==> src/rtl/eth_header_rx.sv <==
// eth_header_rx: strips the 14-byte Ethernet II header, filters on destination MAC and forwards payload beats.
module eth_header_rx #(
  parameter int          N        = 2,
  parameter logic [47:0] MAC_ADDR = 48'h02_00_00_00_00_01
) (
  input  logic         clk,
  input  logic         rst,
  input  logic         axiiv,
  input  logic [N-1:0] axiid,
  output logic         axiov,
  output logic [N-1:0] axiod,
  output logic         ethertype,
  output logic [47:0]  src_mac,
  output logic         frame_drop
);
  localparam logic [7:0] BPB_M = 8'(8 / N - 1);
  localparam logic [7:0] HB_M  = 8'(112 / N - 1);
  typedef enum logic [1:0] {IDLE, HEADER, PAYLOAD, DROP} state_t;
  state_t        state;
  logic [7:0]    cnt, idx, byte_sr, cur_byte;
  logic [103:0]  hdr;
  logic [111:0]  full;
  logic          byte_done, last, dest_ok, type_ok;
  // full is the header as it would look with the current beat included
  always_comb begin
    cur_byte  = 8'({axiid, byte_sr} >> N);
    idx       = state == IDLE ? 8'd0 : cnt;
    byte_done = (idx & BPB_M) == BPB_M;
    last      = idx == HB_M;
    full      = {hdr, cur_byte};
    dest_ok   = full[111:64] == MAC_ADDR || &full[111:64];
    type_ok   = full[15:0] == 16'h0800 || full[15:0] == 16'h0806;
  end
  always_ff @(posedge clk or posedge rst) begin
    if (rst) begin
      state      <= IDLE;
      cnt        <= '0;
      byte_sr    <= '0;
      hdr        <= '0;
      axiov      <= 1'b0;
      axiod      <= '0;
      ethertype  <= 1'b0;
      src_mac    <= '0;
      frame_drop <= 1'b0;
    end else begin
      frame_drop <= 1'b0;
      axiov      <= 1'b0;
      axiod      <= '0;
      if ((state == IDLE || state == HEADER) && axiiv) begin
        byte_sr <= cur_byte;
        cnt     <= idx + 8'd1;
        if (byte_done) hdr <= {hdr[95:0], cur_byte};
      end
      case (state)
        IDLE: if (axiiv) state <= HEADER;
        HEADER:
          if (!axiiv) begin
            state      <= IDLE;
            frame_drop <= 1'b1;
          end else if (last) begin
            if (dest_ok && type_ok) begin
              state     <= PAYLOAD;
              ethertype <= full[1];
              src_mac   <= full[63:16];
            end else begin
              state      <= DROP;
              frame_drop <= 1'b1;
            end
          end
        PAYLOAD: begin
          axiov <= axiiv;
          axiod <= axiiv ? axiid : '0;
          if (!axiiv) state <= IDLE;
        end
        DROP: if (!axiiv) state <= IDLE;
        default: state <= IDLE;
      endcase
    end
  end
endmodule

==> config.mk <==
export PLATFORM = sky130hd
export DESIGN_NAME = eth_header_rx
export DESIGN_NICKNAME = d
export VERILOG_FILES = /design/src/rtl/eth_header_rx.sv
export SDC_FILE = /design/constraint.sdc
export NUM_CORES = 1
export LEC_CHECK = 0
export ABC_AREA = 1
export CORE_MARGIN = 3
export CORE_UTILIZATION = 60
export CTS_BUF_LIST = sky130_fd_sc_hd__clkbuf_4 sky130_fd_sc_hd__clkbuf_8 sky130_fd_sc_hd__clkbuf_16
export CTS_CLUSTER_SIZE = 8
export DETAILED_ROUTE_END_ITERATION = 10
export GPL_ROUTABILITY_DRIVEN = 0
export PLACE_DENSITY = 0.81
export SYNTH_ARGS = -nofsm -noshare
export SYNTH_HDL_FRONTEND = slang
export SYNTH_SLANG_ARGS = --single-unit
==> constraint.sdc <==
create_clock -name clk -period 12.1 [get_ports clk]
set_clock_uncertainty 0.05 [all_clocks]
set_input_delay 3.025 -clock clk [delete_from_list [all_inputs] [get_ports clk]]
set_output_delay 3.025 -clock clk [all_outputs]
set_load 0.005 [all_outputs]
## Word level (Yosys, flattened, before mapping)

Cells that the tools add are included.
Widths: inputs -> output; s select.

- Register bits after elaboration: 175
- Input port bits: 5
- Output and inout bits: 53
- Word-level logic and storage cells: 46

- Add/subtract/negate cells: 1
- Eq/ne operators: 11
- Muxes and demuxes: 14
- Reductions and logical operators: 11

Operator list:

| kind | number |
|---|---|
| $eq 48x42->1 const B | 1 |
| $reduce_and 48->1 | 1 |
| $eq 16x12->1 const B | 2 |
| $mux 2 | 6 |
| $add 8x1->8 const B | 1 |
| $eq 8x6->1 const B | 1 |
| $mux 8 | 1 |
| $eq 2x2->1 const B | 3 |
| $mux 1 | 6 |
| $pmux 2 s3 | 1 |
| $ne 2x2->1 const B | 2 |
| $reduce_and 4->1 | 1 |
| $logic_or 1x1->1 | 3 |
| $ne 3x3->1 const B | 1 |
| $reduce_and 3->1 | 1 |
| $eq 2x1->1 const B | 1 |
| $logic_and 1x1->1 | 2 |
| $logic_not 2->1 | 1 |
| $reduce_and 2->1 | 1 |
| $reduce_or 2->1 | 1 |

## Longest topological paths before layout

Gate-level depths: netlist of the first run.

- Word-level depth: 7
- Depth in mapped cells: 13
- Gate-level depth less buffers: 11

## Least setup slack after synthesis of the first run

OpenSTA, ideal clock, no wires.

- Path kind: input -> register
- From: input port axiid[0]
- To: register src_mac[0]
- Setup time: 0.130 ns
- Arrival time: 4.052 ns
- Data required time: 11.920 ns
- Path slack: 7.868 ns
- Cell stages on the path: 8
- Path buffers: 2
- Cells stage by stage: nor3_1 nand2_1 nor3_1 nand3_2 buf_6 buf_6 nand2_1 o21ai_1

- Word-level cells in the longest chain between the ends: 4
- Elaborated cells between the ends (all ways): 5
- Those cells by class: eq/ne (2); reduce/logical (3)

RTL lines:

| element | RTL line | RTL |
|---|---|---|
| start, declared | 9 | `input logic [N-1:0] axiid,` |
| $eq 16x12->1 | 32 | `type_ok = full[15:0] == 16'h0800 \|\| full[15:0] == 16'h0806;` |
| $logic_or 1x1->1 (*) | 32 |  |
| $logic_and 1x1->1 (*) | 61 | `if (dest_ok && type_ok) begin` |
| $reduce_and 4->1 (no source line) (*) | - |  |
| end signal, assigned | 64 | `src_mac <= full[63:16];` |
| end, declared | 13 | `output logic [47:0] src_mac,` |

Every way passes the cells marked *; elsewhere a longest branch is shown, timed or not.
A chain may end at the register's enable or synchronous reset.

## Final worst setup path of the first run

- From: input port axiiv
- To: register cnt[6]

- Word-level cells in the longest chain between the ends: 1

RTL lines:

| element | RTL line | RTL |
|---|---|---|
| start, declared | 8 | `input logic axiiv,` |
| $logic_and 1x1->1 | 49 | `if ((state == IDLE \|\| state == HEADER) && axiiv) begin` |
| end signal, assigned | 51 | `cnt <= idx + 8'd1;` |
| end, declared | 20 | `logic [7:0] cnt, idx, byte_sr, cur_byte;` |

Every way passes these cells.

==> results.md, run 1 <==
* Status: complete, no violations
* Hold Path Depth at 2
* Fmax at 191 MHz
* Overall power at 1.61 mW
* Global route overflow at 0
* Via count at 5204
* Leakage at 3.69 nW
* Clock-pin transition on the worst setup and hold timing paths at 60 ps
* Proportion of layout cells with a drive suffix above 1 at 5.51%
* Routed Antenna Nets at 0
* Via density at 5.34
* Post-CTS Setup Bufs at 0
* Final WL at 14300 um
* Synth warnings at 0
* CTS tree: done
* Syn-to-layout area delta at 17.2%
* Worst hold path type: reg -> reg
* Starting DRT DRC Count at 312
* TNS Setup at 0 ps
* Residual DRC count at 0
* Critical path launch point type: primary input
* WP data arrival at 5510 ps
* Reg area at 4330 um2
* Placed cell areas at 7560 um2
* Area occupied by multi-input gates at 2110 um2
* Max Slew Vio Count at 0
* I/O Pins at 58
* Diodes inserted at 0
* WP buf/inv at 4
* # fillers at 752
* Clock buffer depth at 2
* Synth Net Count at 785
* Max_cap viols at 0
* P per Cell Area at 198 nW/um2
* Worst slew pin tran at 926 ps
* Core Area at 11100 um2
* Peak supply drop at 0.000126 V
* Critical Setup Path Class: in -> reg
* Vias in the first global route at 5106
* Fin. Hold Viols at 0
* WHS Endpoint: hdr[20]$_DFFE_PP0P_
* Part of the cycle the worst path needs at 43.3%
* Finished Layout Cells at 975
* Worst slack, placed at 6510 ps
* Slowest CP cell: inv_2
* HPWL after detailed placement at 8800 um
* Final Util at 73.7%
* Avg Inst Size Synth at 8.94 um2
* CTS HTree Levels at 4
* Hold Crit Start: hdr[20]$_DFFE_PP0P_
* Flop2flop setup slack at 9300 ps
* First-pass GRT wire length at 24300 um
* R2R Path Start: state[0]$_DFFE_PP0P_
* Max_slew headroom at 38.3%
* Sequential fraction of the synthesis area at 62.2%
* Most common cell after layout, fill and taps aside: nand2_1
* Cts bufs inserted at 17
* Syn Std Cell Area at 6960 um2
* Cell variety after synth at 25
* DP Cell Count at 945
* Layout net count at 830
* WL/cell at 14.7 um
* Initial Util at 62.8%
* Die footprint at 12900 um2
* PortBufs at 57
* Worst-Skew Late Latency at 420 ps
* RSZ-0062 raised after global routing: false
* Overall die height at 114 um
* Final setup vio count at 0
* CTS Hold Bufs at 0
* Tmin final at 5240 ps
* Worst-path cell chain: clkdlybuf4s50_1, nand2_2, inv_2, nand2_4, inv_2, nand2_1, nor2_1, nand2_1, xnor2_1, inv_1
* CTS root buffer: clkbuf_16
* Worst EP required at 12360 ps
* CP endpoint kind: flop
* Post_cts resized at 0
* CP peak stage delay at 640 ps
* Worst Path Max Fanout at 50
* Largest net degree at the start of global routing at 115
* Total track usage at 23.8%
* Worst R2R End: cnt[6]$_DFFE_PP0P_
* Reg2Reg Depth at 10
* Std-Cell Rows at 38
* Finished Cell Area at 8160 um2
* Clock Sinks at 173
* Die W at 114 um
* Mapped Cells at 779
* Cell family with most CP delay: buffers and inverters
* Initial antenna violation count at 0
* Seq cells post-synth at 173
* TritonRoute pass-1 iters at 5
* Post-route setup slack at 6860 ps
* Most frequent cells in the layout: 235 x nand2_1, 173 x dfrtp_1, 127 x o21ai_0
* Hold slack at 434 ps
[worst max-delay path by stage]
stage	cells past startpoint	to	start	slack, ps
2_1_floorplan	1	axiod[0]$_DFF_PP0_	rst	4340
3_3_place_gp	10	cnt[6]$_DFFE_PP0P_	axiiv	6650
4_1_cts	10	cnt[6]$_DFFE_PP0P_	axiiv	6940
3_5_place_dp	10	cnt[6]$_DFFE_PP0P_	axiiv	6510
6_report	10	cnt[6]$_DFFE_PP0P_	axiiv	6860
5_1_grt	10	cnt[6]$_DFFE_PP0P_	axiiv	6650
[power breakdown]
part | switching (mW) | leakage (nW) | internal [mW] | total, mW
Combinational | 0.174 | 1.05 | 0.0869 | 0.261
Sequential | 0.0916 | 2.34 | 0.705 | 0.797
Clock | 0.209 | 0.299 | 0.345 | 0.554
Total | 0.475 | 3.69 | 1.14 | 1.61
[logic make-up after synthesis]
| group | count (synthesis) | share of synthesized area (%) |
|---|---|---|
| buffers and inverters | 127 | 7.60 |
| DFF | 173 | 62.2 |
| and+or+nand+nor | 308 | 17.4 |
| adders and majority gates | 1 | 0.180 |
| AOI/OAI and AO/OA | 164 | 11.9 |
| xor gates and xnor gates | 6 | 0.755 |
[sequential cells by signal, indices dropped and copies added (netlist names)]
register,cells
ethertype,1
axiov,1
byte_sr,6
hdr,104
state,2
src_mac,48
axiod,2
frame_drop,1
cnt,8
[Yosys cell counts (all sizes together)]
cell,n,share of area (%)
a21oi,4,0.29
buf,23,2.0
clkbuf,11,0.59
dfrtp,173,62
ha,1,0.18
inv,93,5.0
nand2,237,13
nand3,2,0.22
nand4,5,0.54
nor2,58,3.3
nor3,6,0.43
o211ai,1,0.11
o21ai,159,11
xnor2,3,0.38
xor2,3,0.38
[layer usage]
metal  vias up  track usage, %  wire, um
li1       2518               -         -
met4         0            8.89       262
met1      2521            31.8      6250
met3        19            5.52       706
met2       146            38.5      7110
met5         -               0         0
[layout make-up]
type                    instances  share of cell area, %
inverters                      93                   4.34
repair buffers                 60                   7.27
clock buffers                  23                   6.00
clock inverters                 7                   1.38
multi-input cells             479                   25.8
flip-flops and latches        173                   53.1
well taps                     140                   2.15
[worst min-delay path, delay by kind of cell, from the launching register on]
kind	cells	cell delay, ps
AOI/OAI and AO/OA	1	60
DFF	1	340
and+or+nand+nor	1	50
No activity file was read; power rests on OpenSTA's default activity.
==> run 2: changes to the inputs <==
--- a/config.mk
+++ b/config.mk
@@ -7,12 +7,12 @@
 export LEC_CHECK = 0
 export ABC_AREA = 1
 export CORE_MARGIN = 3
-export CORE_UTILIZATION = 60
+export CORE_UTILIZATION = 52
 export CTS_BUF_LIST = sky130_fd_sc_hd__clkbuf_4 sky130_fd_sc_hd__clkbuf_8 sky130_fd_sc_hd__clkbuf_16
 export CTS_CLUSTER_SIZE = 8
 export DETAILED_ROUTE_END_ITERATION = 10
 export GPL_ROUTABILITY_DRIVEN = 0
-export PLACE_DENSITY = 0.81
+export PLACE_DENSITY = 0.75
 export SYNTH_ARGS = -nofsm -noshare
 export SYNTH_HDL_FRONTEND = slang
 export SYNTH_SLANG_ARGS = --single-unit
==> constraint.sdc (replaced) <==
create_clock -name clk -period 4.7 [get_ports clk]
set_clock_uncertainty 0.05 [all_clocks]
set_input_delay 1.175 -clock clk [delete_from_list [all_inputs] [get_ports clk]]
set_output_delay 1.175 -clock clk [all_outputs]
set_load 0.005 [all_outputs]
==> run 2 against run 1 <==
  * Wire length fell by 4.2%
  * Combinational power grew to 2.5 times the previous value
  * First-iteration DRC count increased by 4.8%
  * Die area up 15%
  * Critical endpoint unchanged
  * Sequential power rose to 2.6 times the previous value
  * Sequential cell count unchanged
  * Via count is 2.4% lower
  * Register-to-register slack worse by 7000 ps
  * Worst setup slack worse by 5200 ps
  * Largest power group unchanged
  * Global-route usage down 3.8 points
  * Count of clock-buffer cells in the layout down 3
==> results.md, run 2 (same netlist as run 1, synthesis figures left out) <==
* Met1 usage at 28.1%
* Most frequent cells in the layout: 235 x nand2_1, 173 x dfrtp_1, 127 x o21ai_0
* Overall die height at 122 um
* Syn-to-layout area delta at 18.1%
* Largest net degree at the start of global routing at 174
* Max_slew headroom at 39.6%
* Clock-pin transition on the worst setup and hold timing paths at 60 ps
* R2R Path Start: state[0]$_DFFE_PP0P_
* WL/cell at 13.6 um
* P per Cell Area at 500 nW/um2
* Post_cts resized at 0
* Clock buffer depth at 2
* Routed Antenna Nets at 0
* Reg2Reg Depth at 10
* Post-CTS Setup Bufs at 0
* Worst Path Max Fanout at 58
* Initial antenna violation count at 0
* Via count at 5078
* Layout net count at 832
* Vias in the first global route at 4901
* Busiest layer in global routing: met2
* WP data arrival at 3330 ps
* CP endpoint kind: flop
* Residual DRC count at 0
* Proportion of layout cells with a drive suffix above 1 at 5.96%
* Max FFs per register at 104
* First-pass GRT wire length at 23500 um
* PortBufs at 57
* CTS Hold Bufs at 0
* Worst EP required at 4960 ps
* Hold Crit Start: src_mac[34]$_DFFE_PP0P_
* Final setup vio count at 0
* I/O Pins at 58
* Tmin final at 3070 ps
* Global route overflow at 0
* Worst-Skew Late Latency at 420 ps
* Status: complete, no violations
* GRT met3 Usage at 4.60%
* TNS Setup at 0 ps
* RSZ-0062 raised after global routing: false
* Leakage at 3.68 nW
* Total track usage at 20.0%
* Die W at 122 um
* Max_cap viols at 0
* Cts bufs inserted at 17
* Most flop-heavy register: hdr
* Hold Path Depth at 2
* Die footprint at 14800 um2
* Core Area at 12900 um2
* Starting DRT DRC Count at 327
* Max Slew Vio Count at 0
* CTS HTree Levels at 4
* Worst-path cell chain: clkdlybuf4s50_1, nand2_2, inv_2, nand2_4, inv_2, nand2_1, nor2_1, nand2_1, xnor2_1, inv_1
* WHS Endpoint: src_mac[34]$_DFFE_PP0P_
* Met2 Use GR at 30.9%
* Critical path launch point type: primary input
* Worst slew pin tran at 906 ps
* CP peak stage delay at 540 ps
* Initial Util at 54.1%
* Top flop regs: hdr x104, src_mac x48, cnt x8
* Fmax at 326 MHz
* Final WL at 13700 um
* CTS root buffer: clkbuf_16
* TritonRoute pass-1 iters at 5
* Worst hold path type: reg -> reg
* Fin. Hold Viols at 0
* Diodes inserted at 0
* Worst R2R End: cnt[6]$_DFFE_PP0P_
* Slowest CP cell: clkdlybuf4s50_1
* Std-Cell Rows at 41
* Peak supply drop at 0.000340 V
* CTS tree: done
* Clock Sinks at 173
* HPWL after detailed placement at 9120 um
* Flop2flop setup slack at 2280 ps
* Finished Layout Cells at 1011
* Part of the cycle the worst path needs at 65.3%
* Most common cell after layout, fill and taps aside: nand2_1
* Critical Setup Path Class: in -> reg
* DP Cell Count at 979
* Via density at 5.02
run 2: cell types whose count changed in the layout (fill, tap and decap cells not counted), sizes merged:
cell      before  now
bufinv         3    2
clkbuf        23   20
clkinvlp       1    5
inv           93   95
buf            3    5
run 2: worst max-delay path, delay by kind of cell:
family | cells | cell delay (ps)
buf+inv | 4 | 1160
simple gates | 5 | 840
xor+xnor | 1 | 140
run 2: worst max path at each step:
| stage | from | endpoint | slack (ps) |
|---|---|---|---|
| 2_1_floorplan | rst | axiod[0]$_DFF_PP0_ | 1260 |
| 3_3_place_gp | axiiv | cnt[6]$_DFFE_PP0P_ | 1260 |
| 3_5_place_dp | axiiv | cnt[6]$_DFFE_PP0P_ | 1200 |
| 4_1_cts | axiiv | cnt[6]$_DFFE_PP0P_ | 1630 |
| 5_1_grt | axiiv | cnt[6]$_DFFE_PP0P_ | 1380 |
| 6_report | axiiv | cnt[6]$_DFFE_PP0P_ | 1630 |
run 2: stage by stage:
step           power, mW  worst slack, ps  util (%)  area, um2  hold WS [ps]
3_3_place_gp        2.68             1260      59.2       7620           414
3_5_place_dp        2.73             1200      59.2       7620           423
2_1_floorplan       2.52             1260         -       6960           403
4_1_cts             4.14             1630      63.8       8220           438
6_report            4.11             1630      63.8       8220           435
5_1_grt             4.36             1380      63.8       8220           447
run 2: final cells by class:
cell class,instances,area (um2)
Inverter,93,353
Tap cell,172,215
Multi-Input combinational cell,479,2110
Timing Repair Buffer,62,621
Clock buffer,20,460
Fill cell,1053,4660
Sequential cell,173,4330
Clock inverter,12,135
run 2: routing by layer:
| metal | part of all wire (%) | routed length [um] |
|---|---|---|
| met5 | 0 | 0 |
| met1 | 46 | 6270 |
| met3 | 4.0 | 555 |
| met2 | 49 | 6690 |
| met4 | 1.6 | 219 |
run 2: where the power goes:
part	internal (mW)	switching, mW
Sequential	1.81	0.232
Clock	0.821	0.575
Combinational	0.228	0.437
==> run 3: changes to the inputs <==
==> constraint.sdc (replaced) <==
create_clock -name clk -period 2.8 [get_ports clk]
set_clock_uncertainty 0.05 [all_clocks]
set_input_delay 0.7 -clock clk [delete_from_list [all_inputs] [get_ports clk]]
set_output_delay 0.7 -clock clk [all_outputs]
set_load 0.005 [all_outputs]
==> run 3 against run 2 <==
  * Power up 67%
  * Count of clock-buffer cells in the layout increased by 7
  * Sequential share of layout area down 0.50 points
  * Die area unchanged
  * Via count hardly changed
  * Sequential cell count did not move
  * Worst setup slack worse by 990 ps
  * Clock power increased by 65%
  * Sequential power grew 67%
  * Critical path type unchanged
  * Critical endpoint is now src_mac[32]$_DFFE_PP0P_
  * Largest power group unchanged
==> results.md, run 3 (same netlist as run 1, synthesis figures left out) <==
* Status: complete, no violations
* RSZ-0062 raised after global routing: false
* Hold Path Depth at 2
* Total track usage at 19.4%
* Cts bufs inserted at 17
* First-pass GRT wire length at 22900 um
* CTS root buffer: clkbuf_16
* Post_cts resized at 0
* CTS HTree Levels at 4
* Part of the cycle the worst path needs at 77.2%
* Residual DRC count at 0
* Proportion of layout cells with a drive suffix above 1 at 6.18%
* Worst hold path type: reg -> reg
* WL/cell at 13.3 um
* I/O Pins at 58
* Max_cap viols at 0
* Seq pwr share at 50.0%
* Top flop regs: hdr x104, src_mac x48, cnt x8
* Clock buffer depth at 2
* Post-CTS Setup Bufs at 0
* Global route overflow at 0
* Clock-pin transition on the worst setup and hold timing paths at 60 ps
* Final setup vio count at 0
* Worst-path cell chain: clkdlybuf4s50_1, nor3_1, nand2_1, nor3_1, nand3_2, buf_12, nand2_1, o21ai_0
* HPWL after detailed placement at 8710 um
* Clock Sinks at 173
* Comb pwr share at 16.3%
* Std-Cell Rows at 41
* Hold slack at 433 ps
* Overall power at 6.86 mW
* Syn-to-layout area delta at 19.2%
* Die W at 122 um
* Critical path launch point type: primary input
* Max Slew Vio Count at 0
* Fin. Hold Viols at 0
* Routed Antenna Nets at 0
* R2R Path Start: state[0]$_DFFE_PP0P_
* CP peak stage delay at 430 ps
* PortBufs at 57
* Worst R2R End: src_mac[32]$_DFFE_PP0P_
* Max_slew headroom at 66.0%
* Worst slew pin tran at 509 ps
* CP endpoint kind: flop
* CTS tree: done
* Largest net degree at the start of global routing at 99
* Worst Path Max Fanout at 98
* Initial Util at 54.1%
* Slowest CP cell: clkdlybuf4s50_1
* Peak supply drop at 0.000511 V
* Clock Power Share at 33.8%
* Most frequent cells in the layout: 235 x nand2_1, 173 x dfrtp_1, 127 x o21ai_0
* WP data arrival at 2400 ps
* Max FFs per register at 104
* Net Sw Frac at 29.1%
* Starting DRT DRC Count at 492
* Most common cell after layout, fill and taps aside: nand2_1
* Pint at 4.86 mW
* Layout net count at 834
* Flop2flop setup slack at 740 ps
* Worst-Skew Late Latency at 410 ps
* Most flop-heavy register: hdr
* Final WL at 13500 um
* Diodes inserted at 0
* Core Area at 12900 um2
* Hold Crit Start: hdr[23]$_DFFE_PP0P_
* WHS Endpoint: hdr[23]$_DFFE_PP0P_
* Overall die height at 122 um
* CTS Hold Bufs at 0
* Finished Layout Cells at 1013
* Die footprint at 14800 um2
* Post-route setup slack at 640 ps
* Tmin final at 2160 ps
* Via density at 5.01
* Via count at 5073
* TritonRoute pass-1 iters at 5
* Worst EP required at 3040 ps
* Leakage at 3.74 nW
* Switching power at 1.99 mW
* Reg2Reg Depth at 9
* Critical Setup Path Class: in -> reg
* P per Cell Area at 826 nW/um2
* DP Cell Count at 981
* Initial antenna violation count at 0
* Worst slack, placed at 279 ps
* Vias in the first global route at 4983
* Fmax at 463 MHz
==> run 3: cell types whose count changed in the layout (fill, tap and decap cells not counted), moves of 2 or more <==
cell / delta
clkbuf_4: +2
buf_4: -3
inv_6: -3
buf_12: +5
clkinvlp_4: -3
clkbuf_8: +5
==> run 3: per-layer routing <==
layer	share of wire (%)	up-vias	track usage (%)
met2	48	110	30.8
met5	0	-	0
li1	-	2529	-
met1	46	2417	26.2
met3	4.5	17	5.71
met4	1.2	0	5.60
==> run 3: cell type report <==
type                            instances  area [um2]
Inverter                               93         353
Fill cell                            1021        4580
Timing Repair Buffer                   64         698
Tap cell                              172         215
Clock inverter                          5        52.6
Multi-Input combinational cell        479        2110
Sequential cell                       173        4330
Clock buffer                           27         544
==> run 3: metrics by stage <==
stage	util [%]	area (um2)	TNS [ps]
6_report	64.5	8300	0
5_1_grt	64.5	8300	0
4_1_cts	64.5	8300	0
3_5_place_dp	59.8	7700	0
3_3_place_gp	59.8	7700	0
2_1_floorplan	-	6960	-27800
==> run 3: how the worst max path moves through the flow <==
stage / end / slack [ps] / depth (start not counted) / start
4_1_cts: src_mac[39] / 690 / 1 / src_mac[39]$_DFFE_PP0P_
3_5_place_dp: src_mac[35]$_DFFE_PP0P_ / 280 / 8 / axiid[0]
5_1_grt: src_mac[34]$_DFFE_PP0P_ / 490 / 9 / state[0]$_DFFE_PP0P_
6_report: src_mac[32]$_DFFE_PP0P_ / 640 / 8 / axiid[0]
2_1_floorplan: axiod[0]$_DFF_PP0_ / -160 / 1 / rst
3_3_place_gp: src_mac[15]$_DFFE_PP0P_ / 310 / 8 / axiid[0]
==> run 3: power groups by stage <==
stage | clock, mW | sequential (mW) | combinational, mW
after floorplan | 0 | 3.36 | 0.866
after global placement | 0 | 3.44 | 1.06
after detailed placement | 0 | 3.46 | 1.12
after CTS | 2.35 | 3.42 | 1.14
after global routing | 2.47 | 3.50 | 1.33
final | 2.31 | 3.43 | 1.12
==> run 3: critical path, delay by kind of cell <==
kind	cells	cell delay (ps)
buf+inv	2	670
compound gates	1	70
simple gates	5	900
